### src/rtl/sprite_rom_arbiter.sv
// Round-robin arbiter sharing one synchronous sprite ROM read port between NUM_REQ drawers.
// Optional per-requester stall counters are built when ARB_STALL_CNT_EN is defined.
module sprite_rom_arbiter #(
    parameter int NUM_REQ = 4,
    parameter int ADDR_W  = 11,
    parameter int DATA_W  = 6,
    parameter int ROM_LAT = 1
) (
    input  logic                      vga_clk,
    input  logic                      reset_n,
    input  logic [NUM_REQ-1:0]        req,
    input  logic [NUM_REQ*ADDR_W-1:0] req_addr,
    output logic [NUM_REQ-1:0]        gnt,
    output logic [ADDR_W-1:0]         rom_address,
    input  logic [DATA_W-1:0]         rom_q,
    output logic [NUM_REQ-1:0]        rd_valid,
    output logic [DATA_W-1:0]         rd_data,
    output logic [NUM_REQ*16-1:0]     stall_cnt,
    input  logic                      stall_clr
);

    localparam int PTR_W = $clog2(NUM_REQ);

    logic [PTR_W-1:0]   ptr_q, ptr_d;
    logic [PTR_W-1:0]   win_idx;
    logic [PTR_W-1:0]   cand;
    logic               win_found;
    logic [NUM_REQ-1:0] win_oh;
    logic [ADDR_W-1:0]  addr_q, addr_d;
    logic [NUM_REQ-1:0] pipe_q [ROM_LAT];

    // Scan starts one past the last winner and wraps, so the last winner is checked last.
    always_comb begin
        win_found = 1'b0;
        win_idx   = '0;
        cand      = '0;
        for (int i = 1; i <= NUM_REQ; i++) begin
            cand = PTR_W'((int'(ptr_q) + i) % NUM_REQ);
            if (!win_found && req[cand]) begin
                win_found = 1'b1;
                win_idx   = cand;
            end
        end
    end

    // Flops use the ungated winner; reset holds them anyway, only the output is masked.
    always_comb begin
        win_oh      = win_found ? (NUM_REQ'(1) << win_idx) : '0;
        gnt         = reset_n ? win_oh : '0;
        ptr_d       = win_found ? win_idx : ptr_q;
        addr_d      = win_found ? req_addr[int'(win_idx)*ADDR_W +: ADDR_W] : addr_q;
        rom_address = addr_d;
    end

    always_ff @(posedge vga_clk or negedge reset_n) begin
        if (!reset_n) begin
            ptr_q  <= PTR_W'(NUM_REQ - 1);
            addr_q <= '0;
            for (int i = 0; i < ROM_LAT; i++) begin
                pipe_q[i] <= '0;
            end
        end else begin
            ptr_q     <= ptr_d;
            addr_q    <= addr_d;
            pipe_q[0] <= win_oh;
            for (int i = 1; i < ROM_LAT; i++) begin
                pipe_q[i] <= pipe_q[i-1];
            end
        end
    end

    assign rd_valid = pipe_q[ROM_LAT-1];
    assign rd_data  = rom_q;

`ifdef ARB_STALL_CNT_EN
    logic [15:0] cnt_q [NUM_REQ];

    // Clear has priority over a same-cycle increment; counts saturate rather than wrap.
    always_ff @(posedge vga_clk or negedge reset_n) begin
        if (!reset_n) begin
            for (int i = 0; i < NUM_REQ; i++) begin
                cnt_q[i] <= '0;
            end
        end else begin
            for (int i = 0; i < NUM_REQ; i++) begin
                if (stall_clr) begin
                    cnt_q[i] <= '0;
                end else if (req[i] && !win_oh[i] && cnt_q[i] != 16'hFFFF) begin
                    cnt_q[i] <= cnt_q[i] + 16'd1;
                end
            end
        end
    end

    always_comb begin
        stall_cnt = '0;
        for (int i = 0; i < NUM_REQ; i++) begin
            stall_cnt[i*16 +: 16] = cnt_q[i];
        end
    end
`else
    logic unused_stall_clr;
    assign unused_stall_clr = stall_clr;
    assign stall_cnt        = '0;
`endif

endmodule
### config.mk
export PLATFORM = sky130hd
export DESIGN_NAME = sprite_rom_arbiter
export DESIGN_NICKNAME = d
export VERILOG_FILES = /design/src/rtl/sprite_rom_arbiter.sv
export SDC_FILE = /design/constraint.sdc
export NUM_CORES = 1
export LEC_CHECK = 0
export CORE_AREA = 10 10 68 113
export DETAILED_ROUTE_END_ITERATION = 7
export DIE_AREA = 0 0 78 123
export MAX_ROUTING_LAYER = met4
export PLACE_DENSITY = 0.77
export SLEW_MARGIN = 25
export SYNTH_ARGS = -nofsm -noshare
export SYNTH_HDL_FRONTEND = slang
export SYNTH_SLANG_ARGS = --single-unit
### constraint.sdc
create_clock -name vga_clk -period 1.7 [get_ports vga_clk]
set_input_delay 0.17 -clock vga_clk [delete_from_list [all_inputs] [get_ports vga_clk]]
set_output_delay 0.17 -clock vga_clk [all_outputs]
set_load 0.02 [all_outputs]
==> metrics.yaml <==
root_buffer: "clkbuf_8"
fin_nets: 338
hp-class: "input pin to primary output"
yosysMostFrequentCell: "buf_4"
cts_hold_buf: 0
cts_tree: "done"
max_clock_freq_mhz: 458
drc_errors: 0
pre_cts_ws_ns: -0.860
hold_viol: 0
start_util: 0.284
grt_start_max_net_pins: 14
port_buffers: 68
synth.area.top_cells: "buf_4 33%, dfrtp_1 23%, a221o_1 6.7%, o22a_1 5.9%, o22ai_1 4.2%"
worstPathRequired_ns: 1.53
core.rowCount: 37
max-cap-violations: 0
die_w_um: 78
yosysSeqAreaShare: 0.260
worstSetupPathType: "flip-flop to primary output"
yosys-top-cells-count: "73 x buf_4, 15 x dfrtp_1, 14 x inv_1"
slew_viol_final: 0
coreArea_um2: 5790
synth_cell_types: 33
powerDensity_nw_per_um2: 1310
grt_pass1_wl_um: 9160
synthArstFlopShare: 1.00
h-tree-depth: 1
rsz0062_at_grt: "yes"
ir_drop_uv: 668
clk_pin_slew_ns: 0.07
finalSetupViolCount: 24
track_usage: 0.122
tns_ns: -6.56
p_leak_nw: 1.24
ant_nets: 0
vias: 1548
netlist_instances: 191
synth-edff-count: 0
grtUsageMet2: 0.214
endpoint_kind: "primary output"
synth_seq_cells: 17
clk_latency_ns: 0.25
setup_slack_ns: -0.486
yosysWarnings: 0
fp.dieH_um: 123
wl_per_cell_um: 17.8
ios: 146
crit_fanout: 7
cts_sinks: 17
setup.worst_path.start_class: "flip-flop"
outcome: "finished, violations left"
dr.first_iter.drc_count: 28
met3_usage: 0.0422
nFillCells: 568
fin_skew_ns: 0.00344
dieArea_um2: 9590
netlist_area_um2: 1640
gr-usage-met1: 0.124
grt_overflow: 0
drive_gt1_frac: 0.318
synth_ff_type: "dfrtp_1"
routed_wl_um: 6380
grt_pass1_vias: 1788
busiest_layer: "met2"
gp_congestion: 0.790
cp.arrival_ns: 2.02
clock_path_buffers: 2
first_pass_iters: 4
dp_hpwl_um: 4770
grt_antenna_before_repair: 0
fin_crit_ns: 2.19
cts_made_buffers: 3
diodes: 0
utilization: 0.451
avgSynthCellArea_um2: 8.61
synth_top_area_share: 0.333
area_growth_pct: 58.6
yosysTopAreaCell: "buf_4"
vias_per_cell: 4.32
finalCritPeriodShare: 1.29
p_total_mw: 3.41
violations: "negative setup slack"
-- kinds of logic (layout without fill, tap and decap cells) --
family          Yosys count  count (layout)  synth area share
xor+xnor                  1               1           0.00533
buf+inv                  96             122             0.407
compound gates           49              49             0.244
simple gates             27              27            0.0814
other cells               1              64           0.00228
flops                    17              17             0.260
-- registers in the layout, indices dropped and copies added (netlist names) --
| signal | flops |
|---|---|
| rd_valid | 4 |
| ptr_q | 2 |
| addr_q | 11 |
-- cell usage in the layout, fill, tap and decap left out, types with 4 or more instances in the layout --
cell type        instances
o22a_2                   8
o22ai_2                 10
o21ai_0                  4
conb_1                  64
inv_1                   13
buf_6                   25
nand2_1                 12
clkdlybuf4s50_1         49
dfrtp_1                 15
buf_4                   22
a221o_1                 11
-- what timing repair did --
| item | in CTS | in global routing |
|---|---|---|
| endpoints found under the setup margin | 24 | 26 |
| setup buffers | 5 | 7 |
| pin swaps | 15 | 30 |
| cloned | 0 | 1 |
| resized for setup | 101 | 30 |
-- worst paths after layout --
check / start / endpoint / slack, ns / depth (start not counted)
max reg2reg: ptr_q[1]$_DFFE_PN1N_ / addr_q[2]$_DFF_PN0_ / -0.22 / 8
max: ptr_q[1]$_DFFE_PN1N_ / rom_address[9] / -0.49 / 6
max in group asynchronous: reset_n / ptr_q[0]$_DFFE_PN1N_ / 1.03 / 2
min: rom_q[0] / rd_data[0] / 0.34 / 0
min reg2reg: addr_q[5]$_DFF_PN0_ / addr_q[5]$_DFF_PN0_ / 0.52 / 1
min in group asynchronous: reset_n / rd_valid[3]$_DFF_PN0_ / 0.40 / 2
-- power breakdown --
group	internal (mW)	switching (mW)
Clock	0.166	0.149
Combinational	1.25	1.17
Sequential	0.598	0.0767
-- critical path: stages (launching register included) --
cell	delay (ns)
dfstp_2	0.61
a21oi_2	0.08
o211a_1	0.25
buf_6	0.15
a221o_1	0.30
o22a_1	0.23
buf_6	0.15
-- metrics by stage --
| stage | hold slack, ns | cells | area, um^2 |
|---|---|---|---|
| 2_1_floorplan | -0.126 | 254 | 1900 |
| 3_3_place_gp | 0.340 | 342 | 2260 |
| 3_5_place_dp | 0.340 | 342 | 2260 |
| 4_1_cts | 0.340 | 351 | 2390 |
| 5_1_grt | 0.340 | 358 | 2610 |
| 6_report | 0.340 | 358 | 2610 |
-- metal layers --
layer / vias up / wire length [um]
li1: 703 / -
met1: 726 / 2570
met2: 107 / 3170
met3: 12 / 515
met4: 0 / 127
met5: - / 0
-- cell type report --
cell class              instances  area [um^2]  share of cell area
clock buffers                   4         45.0              0.0173
multi-input cells             141          938               0.360
well taps                      78         97.6              0.0374
inverters                      14         52.6              0.0202
flip-flops and latches         17          428               0.164
repair buffers                104         1050               0.401
(Power assumes the default switching activity.)
